[config.mk]
export PLATFORM = sky130hd
export DESIGN_NAME = uart_alu_intf_multi
export DESIGN_NICKNAME = d
export VERILOG_FILES = /design/src/rtl/uart_intf_pkg.sv /design/src/rtl/uart_byte_assembler.sv /design/src/rtl/uart_alu_intf_multi.sv
export SDC_FILE = /design/constraint.sdc
export NUM_CORES = 1
export LEC_CHECK = 0
export CAP_MARGIN = 20
export CORE_ASPECT_RATIO = 0.8
export CORE_MARGIN = 5
export CORE_UTILIZATION = 41
export CTS_CLUSTER_DIAMETER = 200
export CTS_CLUSTER_SIZE = 40
export DETAILED_ROUTE_END_ITERATION = 16
export PLACE_DENSITY = 0.79
export SYNTH_ARGS = -nofsm -noshare
export SYNTH_HDL_FRONTEND = slang
export SYNTH_SLANG_ARGS = --single-unit
[constraint.sdc]
create_clock -name i_clock -period 1.2 [get_ports i_clock]
set_input_delay 0.24 -clock i_clock [delete_from_list [all_inputs] [get_ports i_clock]]
set_output_delay 0.24 -clock i_clock [all_outputs]
set_load 0.05 [all_outputs]
[src/rtl/uart_intf_pkg.sv]
// rtl/uart_intf_pkg.sv - shared types and sizing helpers for the UART-to-ALU interface.
package uart_intf_pkg;

  typedef enum logic [2:0] {
    RX_A,
    RX_B,
    RX_OP,
    EXEC,
    TX_LOAD,
    TX_WAIT
  } state_t;

  localparam int BYTE_W           = 8;
  localparam int OPCODE_W_DEFAULT = 6;

  function automatic int bytes_of(input int width);
    return width / BYTE_W;
  endfunction

  // Byte index width; a single-byte field still gets a 1-bit index.
  function automatic int idx_width(input int bytes);
    return (bytes > 1) ? $clog2(bytes) : 1;
  endfunction

endpackage

[src/rtl/uart_byte_assembler.sv]
// rtl/uart_byte_assembler.sv - little-endian operand register written one byte at a time.
module uart_byte_assembler
  import uart_intf_pkg::*;
#(
  parameter int DATA_W = 8
) (
  input  logic                                 clock,
  input  logic                                 clear,
  input  logic                                 load,
  input  logic [idx_width(bytes_of(DATA_W))-1:0] index,
  input  logic [BYTE_W-1:0]                    byte_in,
  output logic [DATA_W-1:0]                    value
);

  localparam int BYTES = bytes_of(DATA_W);

  logic [BYTES-1:0][BYTE_W-1:0] bytes_q;

  always_ff @(posedge clock) begin
    if (clear) begin
      bytes_q <= '0;
    end else if (load) begin
      bytes_q[index] <= byte_in;
    end
  end

  assign value = bytes_q;

endmodule

[src/rtl/uart_alu_intf_multi.sv]
// rtl/uart_alu_intf_multi.sv - collects A, B, opcode from UART bytes, returns the ALU result bytes.
// Define UART_INTF_TIMEOUT_EN to abort partial frames after TIMEOUT_CYCLES idle clocks.
module uart_alu_intf_multi
  import uart_intf_pkg::*;
#(
  parameter int DATA_W         = 8,
  parameter int OPCODE_W       = OPCODE_W_DEFAULT,
  parameter int TIMEOUT_CYCLES = 1000000
) (
  input  logic                i_clock,
  input  logic                i_reset,
  input  logic                i_rx_done,
  input  logic [7:0]          i_rx_data,
  output logic                o_tx_start,
  output logic [7:0]          o_tx_data,
  input  logic                i_tx_done,
  output logic [DATA_W-1:0]   o_op_a,
  output logic [DATA_W-1:0]   o_op_b,
  output logic [OPCODE_W-1:0] o_opcode,
  input  logic [DATA_W-1:0]   i_result,
  output logic                o_busy,
  output logic                o_rx_drop,
  output logic                o_timeout
);

  localparam int BYTES = bytes_of(DATA_W);
  localparam int IDX_W = idx_width(BYTES);
  localparam logic [IDX_W-1:0] LAST = IDX_W'(BYTES - 1);

  state_t                       state, state_next;
  logic [IDX_W-1:0]             rx_cnt, tx_idx, tx_idx_next;
  logic [BYTES-1:0][BYTE_W-1:0] result_q;
  logic                         rx_last, load_a, load_b, frame_open, timeout_hit;

  assign rx_last     = (rx_cnt == LAST);
  assign tx_idx_next = tx_idx + 1'b1;
  assign load_a      = i_rx_done && (state == RX_A);
  assign load_b      = i_rx_done && (state == RX_B);
  assign frame_open  = ((state == RX_A) && (rx_cnt != '0)) || (state == RX_B) || (state == RX_OP);

`ifdef UART_INTF_TIMEOUT_EN
  localparam int TO_W = $clog2(TIMEOUT_CYCLES + 1);
  logic [TO_W-1:0] idle_cnt;

  always_ff @(posedge i_clock) begin
    if (i_reset || i_rx_done || !frame_open) begin
      idle_cnt <= '0;
    end else begin
      idle_cnt <= idle_cnt + 1'b1;
    end
  end

  // A byte arriving on the final idle cycle rescues the frame.
  assign timeout_hit = frame_open && !i_rx_done && (idle_cnt == TO_W'(TIMEOUT_CYCLES - 1));
`else
  logic timeout_unused;
  assign timeout_unused = (TIMEOUT_CYCLES == 0);
  assign timeout_hit    = 1'b0;
`endif

  uart_byte_assembler #(.DATA_W(DATA_W)) u_asm_a (
    .clock  (i_clock),
    .clear  (i_reset),
    .load   (load_a),
    .index  (rx_cnt),
    .byte_in(i_rx_data),
    .value  (o_op_a)
  );

  uart_byte_assembler #(.DATA_W(DATA_W)) u_asm_b (
    .clock  (i_clock),
    .clear  (i_reset),
    .load   (load_b),
    .index  (rx_cnt),
    .byte_in(i_rx_data),
    .value  (o_op_b)
  );

  always_ff @(posedge i_clock) begin
    if (i_reset) begin
      state <= RX_A;
    end else begin
      state <= state_next;
    end
  end

  always_comb begin
    state_next = state;
    case (state)
      RX_A:    if (i_rx_done && rx_last) state_next = RX_B;
      RX_B:    if (i_rx_done && rx_last) state_next = RX_OP;
      RX_OP:   if (i_rx_done) state_next = EXEC;
      EXEC:    state_next = TX_LOAD;
      TX_LOAD: state_next = TX_WAIT;
      TX_WAIT: if (i_tx_done) state_next = (tx_idx == LAST) ? RX_A : TX_LOAD;
      default: state_next = RX_A;
    endcase
    if (timeout_hit) begin
      state_next = RX_A;
    end
  end

  // o_tx_data is loaded on the edge entering TX_LOAD so it is valid alongside o_tx_start.
  always_ff @(posedge i_clock) begin
    if (i_reset) begin
      rx_cnt    <= '0;
      tx_idx    <= '0;
      result_q  <= '0;
      o_opcode  <= '0;
      o_tx_data <= '0;
    end else begin
      if (timeout_hit) begin
        rx_cnt <= '0;
      end else if (load_a || load_b) begin
        rx_cnt <= rx_last ? '0 : rx_cnt + 1'b1;
      end
      if ((state == RX_OP) && i_rx_done) begin
        o_opcode <= i_rx_data[OPCODE_W-1:0];
      end
      if (state == EXEC) begin
        result_q  <= i_result;
        tx_idx    <= '0;
        o_tx_data <= i_result[7:0];
      end
      if ((state == TX_WAIT) && i_tx_done) begin
        tx_idx <= tx_idx_next;
        if (tx_idx != LAST) begin
          o_tx_data <= result_q[tx_idx_next];
        end
      end
    end
  end

  always_comb begin
    o_tx_start = 1'b0;
    o_rx_drop  = 1'b0;
    o_timeout  = 1'b0;
    o_busy     = !((state == RX_A) && (rx_cnt == '0));
    if (!i_reset) begin
      o_tx_start = (state == TX_LOAD);
      o_rx_drop  = i_rx_done && ((state == EXEC) || (state == TX_LOAD) || (state == TX_WAIT));
      o_timeout  = timeout_hit;
    end
  end

endmodule

==> results list, run 1 <==
- The run finished, with violations left.
* Violated checks: negative setup slack
* Drt via density: between 5 and 6
* Final GP Congestion: about 0.74
- In this run the vertical extent of the chip is 67.8 um.
- The first global-routing pass estimated 8150 um of wire.
- From left edge to right edge, the die measures 82.2 um.
- Worst path setup slack after routing: -0.372 ns
* Total routing resource utilization after global routing: 0.193
* Synth async-reset ratio: 0
* Clk buf depth: 2
* Synthesis-to-layout area growth: 90.9%
* Hold WS: 0.471 ns
- At the worst endpoint, the arrival time is around 1.3 ns.
- Of the total synthesized cell area, the portion taken by full adders, half adders and majority gates is 0.
- Ys Warns: 0
- Synthesized area per cell: 9.01 um2
- In this run the worst path has a maximum fanout of 3.
- Post-synth EDFFs: 0
- The number of nets handed over by synthesis was 210.
- TritonCTS built the clock tree.
* Synth Cell Area: about 0.0017 mm2
* Register-to-register setup slack: -0.24 ns
- For the worst-skew pair, the clock arrives at the later sink with an insertion delay of approximately 0.28 ns.
* Std cell rows: 21
- The compound-cell area share of the yosys netlist came to 0.129.
- Share of post-route cells with drive strength above 1: 0.456
* Number of setup violations in the final report: 42
* Leftover overflow at the end of global routing: 0
* Hold-fix buffer count after cts: 0
- The worst setup path is of the reg -> out kind.
- Most frequent standard cell in the layout excluding fill and tap cells: sky130_fd_sc_hd__dfxtp_1
* DIE AREA: 0.00558 mm2
- The number of antenna diodes in the final layout is 0.
* Number of fillers in the final layout: 246
* Commonest cells after routing, fill and taps aside: 39 x sky130_fd_sc_hd__dfxtp_1, 33 x sky130_fd_sc_hd__buf_12, 26 x sky130_fd_sc_hd__nand2_1
* Number of distinct library cells after synthesis: 34
- Data on the critical path is required at its endpoint by about 0.96 ns.
- Yosys top cell area share: 0.491
* Post-synthesis sequential element count: 42
- The path class of the tightest hold or removal check is reg -> reg.
* Setup tns final: -7.39 ns
- Final Cycle Share: 1.31
- RSZ-0062 raised after global routing: true
- In this run the clock root is driven by a sky130_fd_sc_hd__clkbuf_8.
* Count of buffers from port buffering: 52
* Number of instances in the synthesized netlist: 190
- After floorplanning, the core was sized to cover 0.00410 mm2.
- Between clock sinks in the finished design, the worst skew comes to approximately 0.0039 ns.
* Final nets: 290
- Number of global-route vias before repair: ~1,700
* Initial cell density of the core: 0.418
- Dividing total power by cell area gives a power density of about 960 mW/mm2.
- For this design the static power due to leakage is 1.27 nW.
- Type of element capturing the critical path: output port
- Sequential cell area fraction in the yosys report: 0.491
* Top_reg_cell synth: sky130_fd_sc_hd__dfxtp_1
- Achievable clock frequency: between 600 and 700 MHz
* Depth of the CTS H-tree: 2
- For this block, the initial DRC count from the detailed router was 117.
- Xor/xnor share of the synthesized area: 0
- Max Transition Viols Final: 0
* Routed length per placed instance: 18.4 um
* Most area-consuming cells after synthesis: sky130_fd_sc_hd__dfxtp_1 49%, sky130_fd_sc_hd__nand2_1 8.8%, sky130_fd_sc_hd__mux2i_1 8.2%
* Number of hold violations in the final report: 0
* Detail Route Antenna Nets: 0
- Sort of element at the start of the critical path: flip-flop
- Hpwl dp: 3320 um
* Simple-gate share of the synthesized area: 0.249
- After clock tree synthesis, the clock-pin slew on the worst setup and hold paths is 0.07 ns.
- Across the VDD grid, the largest voltage drop is 0.00102 V.
* Clock net sink count: 42
* Total clock buffers created by CTS: 5
- Before antenna repair, the detailed router went through 4 iterations.
* Wire length reported by the detailed router: 6010 um
- Across the run, the number of max-cap violations was 0.
- Number of top-level pins: 54
- Largest family of logic cells by synthesized area: simple AND/OR/NAND/NOR gates
- Top cell type by total area after synthesis: sky130_fd_sc_hd__dfxtp_1
* Share of synthesized area spent on multiplexers: 0.0819
- Entering global routing, the biggest net connects 43 pins.
* Min cycle time layout: 1.57 ns
* DRC viols: 0
- Via count: between 1,500 and 2,000
* Initial antenna violation count: 0
## worst paths after layout
check,from,endpoint,cells past startpoint
max,state[1]$_SDFFE_PP0P_,o_rx_drop,5
min,result_q[3]$_SDFFE_PP0N_,result_q[3]$_SDFFE_PP0N_,2
max reg2reg,state[1]$_SDFFE_PP0P_,u_asm_a.value[2]$_SDFFE_PP0P_,4
min reg2reg,result_q[3]$_SDFFE_PP0N_,result_q[3]$_SDFFE_PP0N_,2
## synthesized netlist by cell type, drive strengths merged (3+ instances only)
cell	count
dfxtp	42
a21oi	22
clkbuf	6
nand2b	3
a311oi	8
buf	9
nand2	40
nor2	14
mux2i	14
nor3	9
## report_power, final
group	leakage, nW	switching [W]	internal, W
sequential	0.343	0.0000573	0.00144
clock	0.0383	0.000443	0.000401
combinational	0.886	0.000396	0.000393
total	1.27	0.000896	0.00223
## worst max-delay path: stages, from the launching register on
cell and delay, ns:
sky130_fd_sc_hd__dfxtp_4 0.38, sky130_fd_sc_hd__buf_6 0.11, sky130_fd_sc_hd__buf_6 0.09, sky130_fd_sc_hd__nand3b_4 0.11, sky130_fd_sc_hd__a21oi_4 0.20, sky130_fd_sc_hd__buf_12 0.15
## cell families after synthesis
group                  after synthesis
AND/OR/NAND/NOR                     81
multiplexers                        14
flip-flops                          42
other                                1
AO/OA/AOI/OAI                       35
buffers and inverters               17
## through the flow
step | area (um2) | total power (W) | worst slack, ns | cells | utilization
floorplan | 1780 | 0.00185 | -0.167 | 190 | -
global placement | 2790 | 0.00218 | -0.446 | 310 | 0.681
detailed placement | 2790 | 0.00219 | -0.508 | 310 | 0.681
CTS | 3080 | 0.00307 | -0.349 | 326 | 0.752
global route | 3270 | 0.00326 | -0.406 | 327 | 0.797
finish | 3270 | 0.00313 | -0.372 | 327 | 0.797
## state kept, by name (all words and copies together) (netlist names)
register / cells
o_opcode: 6
result_q: 8
state: 3
u_asm_a.value: 8
tx_idx: 1
u_asm_b.value: 8
o_tx_data: 8
## per-layer routing
metal,up-vias,track usage,share of wire
li1,810,-,-
met2,63,0.304,0.49
met3,16,0.0547,0.059
met1,839,0.250,0.42
met5,-,0,0
met4,0,0.0726,0.031
## timing repair
item                       in CTS  in global routing
resized for setup              41                 44
cloned                          0                  1
setup endpoints to repair      41                 45
pin swaps                      15                 32
setup buffers                   9                  3
## area by class of cell
cell class | instances | area, um2 | share of cell area
repair buffers | 88 | 1220 | 0.373
multi-input cells | 131 | 1040 | 0.319
flip-flops and latches | 42 | 852 | 0.261
clock buffers | 7 | 76.3 | 0.0234
well taps | 57 | 71.3 | 0.0218
inverters | 2 | 8.76 | 0.00268
No activity file was read; power rests on OpenSTA's default activity.
==> run 2: changes to the inputs <==
- PLACE_DENSITY: 0.79 -> 0.77
==> run 2 against run 1 <==
Against the previous run:
- the run still ends with negative setup slack left
- wire length decreased by 15%
- critical endpoint is now o_busy
- sequential share of layout area is 1.4 points higher
- clock-buffer cell count fell by 1
- die area unchanged
- core utilization is 4.1 points lower
- setup slack gained 0.049 ns
- global-route usage is essentially flat
- final area decreased by 5.1%
==> results list, run 2 (synthesis results as in run 1) <==
* Worst path required time: 0.96 ns (about the same)
* Maximum number of pins on one net before global-route repair: 43 (unchanged)
- The minimum clock period is 1.52 ns (was 1.57 ns).
- Leak Pwr: 1.18 nW (was 1.27 nW)
- Area of the core: 0.00410 mm2 (unchanged)
* Wire length of the first global-routing pass: 8060 um (was 8150 um)
- Cell at the root of the clock tree: sky130_fd_sc_hd__clkbuf_8 (unchanged)
- Routed length per placed instance: 15.7 um (was 18.4 um)
- The worst endpoint data arrival time is 1.28 ns (was 1.33 ns).
- The initial core utilization was 0.418 (unchanged).
- The TritonCTS clock tree was yes (unchanged).
* Buffering stage count on the worst path with inverters included: 2 (was 3)
* Via count: 1,635 (was 1,728)
- The number of global-route vias before repair was 1,643 (was 1,720).
* Sort of element at the start of the critical path: flip-flop (unchanged)
- RSZ-0062 raised after global routing: true (unchanged).
- The die outline area came to 0.00558 mm2 (unchanged).
- Clock net sink count: 42 (unchanged)
- Number of setup violations in the final report: 42 (unchanged)
- Crit path max-delay cell type: sky130_fd_sc_hd__dfxtp_4 (unchanged)
- Clock edge transition at the registers on the reported setup and hold paths: 0.08 ns (was 0.07 ns)
- The aggregate global-route resource usage was 0.193 (about the same).
- The number of buffers created by CTS was 5 (unchanged).
* Peak-usage layer in the global routing report: met2 (unchanged)
- Number of cells on the worst reg-to-reg path: 5 (was 4)
- Clk buf depth: 2 (unchanged)
- The layout-stage area growth over the synthesis result is 81.1% (was 90.9%).
- Hpwl dp: 3170 um (was 3320 um)
- Critical-path cell list: buf_6 > or3_4 > buf_8 (was buf_6 > buf_6 > nand3b_4 > a21oi_4 > buf_12)
* Worst path setup slack after routing: -0.323 ns (was -0.372 ns)
* Max Transition Viols Final: 0 (unchanged)
- DIE WIDTH: 82.2 um (unchanged)
- The number of antenna repair diodes was 0 (unchanged).
* Drt via density: 5.03 (was 5.28)
- Hold depth: 2 (unchanged)
- The worst voltage drop across the vdd grid was 0.000694 V (was 0.00102 V).
- The first-pass detailed-route iteration total is 4 (unchanged).
* Final GP Congestion: 0.727 (was 0.738)
- Worst Setup Path Type: reg -> out (unchanged)
- The number of I/O pins came to 54 (unchanged).
- The power density of the placed cells is 1070 mW/mm2 (was 958 mW/mm2).
* Depth of the CTS H-tree: 2 (unchanged)
- Initial DRC Count: 80 (was 117)
* Achievable clock frequency: 657 MHz (was 636 MHz)
- Path class of the lowest-slack min-delay path: reg -> reg (unchanged)
- The dominant delay contributor by cell family on the critical path is flip-flops (unchanged).
* Count of buffers from port buffering: 52 (unchanged)
- The number of filler instances in the final layout is 282 (was 246).
- The met1 routing resource usage after global routing was 0.250 (about the same).
- The count of cell instances traversed by the critical path is 3 (was 5).
- Result of the run: complete, but fails checks (unchanged)
- Leftover overflow at the end of global routing: 0 (unchanged)
- The largest stage delay on the critical path is 0.36 ns (was 0.38 ns).
- The post-route clock skew was 0.00680 ns (was 0.00387 ns).
- The number of violations of the max-capacitance limit was 0 (unchanged).
* DRC viols: 0 (unchanged)
* Vertical extent of the die: 67.8 um (unchanged)
- The number of nets at the end of the flow was 287 (was 290).
- Initial antenna violation count: 0 (unchanged)
- Share of post-route cells with drive strength above 1: 0.384 (was 0.456)
* Violated checks: negative setup slack (unchanged)
- The power consumption is 0.00333 W (was 0.00313 W).
* Final Cycle Share: 1.27 (was 1.31)
- The most common cell after layout, fill and taps aside is sky130_fd_sc_hd__dfxtp_1 (unchanged).
- The peak fanout along the critical path came to 3 (unchanged).
* Commonest cells after routing, fill and taps aside: 39 x sky130_fd_sc_hd__dfxtp_1, 34 x sky130_fd_sc_hd__nand2_1, 32 x sky130_fd_sc_hd__buf_12 (was 39 x sky130_fd_sc_hd__dfxtp_1, 33 x sky130_fd_sc_hd__buf_12, 26 x sky130_fd_sc_hd__nand2_1)
- The overall routed net length came to 5100 um (was 6010 um).
- Std cell rows: 21 (unchanged)
* Type of element capturing the critical path: output port (unchanged)
* Detail Route Antenna Nets: 0 (unchanged)
* Setup tns final: -7.17 ns (was -7.39 ns)
- Clock latency reported for the late side of the worst-skew pair: 0.29 ns (was 0.28 ns)
- Hold WS: 0.461 ns (was 0.471 ns)
* M2 GR Usage: 0.306 (was 0.304)
* Hold-fix buffer count after cts: 0 (unchanged)
* Met3 usage: 0.0560 (was 0.0547)
- Number of hold violations in the final report: 0 (unchanged)
[run 2: cell types whose count changed in the layout (fill, tap and decap cells not counted), moves of 2 or more]
cell                       change
sky130_fd_sc_hd__a311oi_1      +2
sky130_fd_sc_hd__buf_4         +8
sky130_fd_sc_hd__buf_6         -9
sky130_fd_sc_hd__a21oi_1       +6
sky130_fd_sc_hd__nand2_4       -7
sky130_fd_sc_hd__a21oi_2       -6
sky130_fd_sc_hd__nand2_1       +8
sky130_fd_sc_hd__a311oi_2      -2
[run 2: power by group]
part / internal, W / switching (W) / leakage (nW)
Clock: 0.000621 / 0.000478 / 0.0514
Sequential: 0.00144 / 0.0000572 / 0.343
Combinational: 0.000369 / 0.000365 / 0.781
[run 2: stage by stage]
step                cell area, um2  cells   util  setup slack [ns]
finish                        3100    325  0.756            -0.323
global route                  3100    325  0.756            -0.361
CTS                           3060    326  0.747            -0.327
detailed placement            2790    310  0.681            -0.582
global placement              2790    310  0.681            -0.467
floorplan                     1780    190      -            -0.167
[run 2: tightest hold or removal path, cell delays in order, from the launching register on]
cell	delay, ns
sky130_fd_sc_hd__dfxtp_1	0.32
sky130_fd_sc_hd__nand2_1	0.05
sky130_fd_sc_hd__a21oi_1	0.05
[run 2: final timing paths]
check	startpoint	endpoint	slack, ns
min reg2reg	result_q[1]$_SDFFE_PP0N_	result_q[1]$_SDFFE_PP0N_	0.46
min	result_q[1]$_SDFFE_PP0N_	result_q[1]$_SDFFE_PP0N_	0.46
max reg2reg	state[2]$_SDFFE_PP0P_	u_asm_b.value[0]$_SDFFE_PP0P_	-0.27
max	state[2]$_SDFFE_PP0P_	o_busy	-0.32
[run 2: final cells by class]
type	count	area, um2	share of cell area
clock buffer	6	72.6	0.0234
clock inverter	2	37.5	0.0121
inverter	2	8.76	0.00282
multi-input combinational	131	927	0.299
sequential	42	852	0.275
tap	57	71.3	0.0230
timing repair buffer	85	1130	0.365
[run 2: what timing repair did]
| action | in CTS | in global routing |
|---|---|---|
| endpoints found under the setup margin | 37 | 44 |
| pin swaps | 7 | 7 |
| buffers inserted | 8 | 0 |
| resized for setup | 26 | 15 |
| gates cloned | 0 | 0 |
[run 2: layer usage]
layer  vias up  routed length (um)
li1        806                   -
met2        50                2550
met4         0                  31
met1       777                2260
met5         -                   0
met3         2                 263
==> run 3: changes to the inputs <==
- ABC_CLOCK_PERIOD_IN_PS: unset -> 1200
==> results of run 3 <==
Final layout, timing and power as in run 2 (identical DEF).
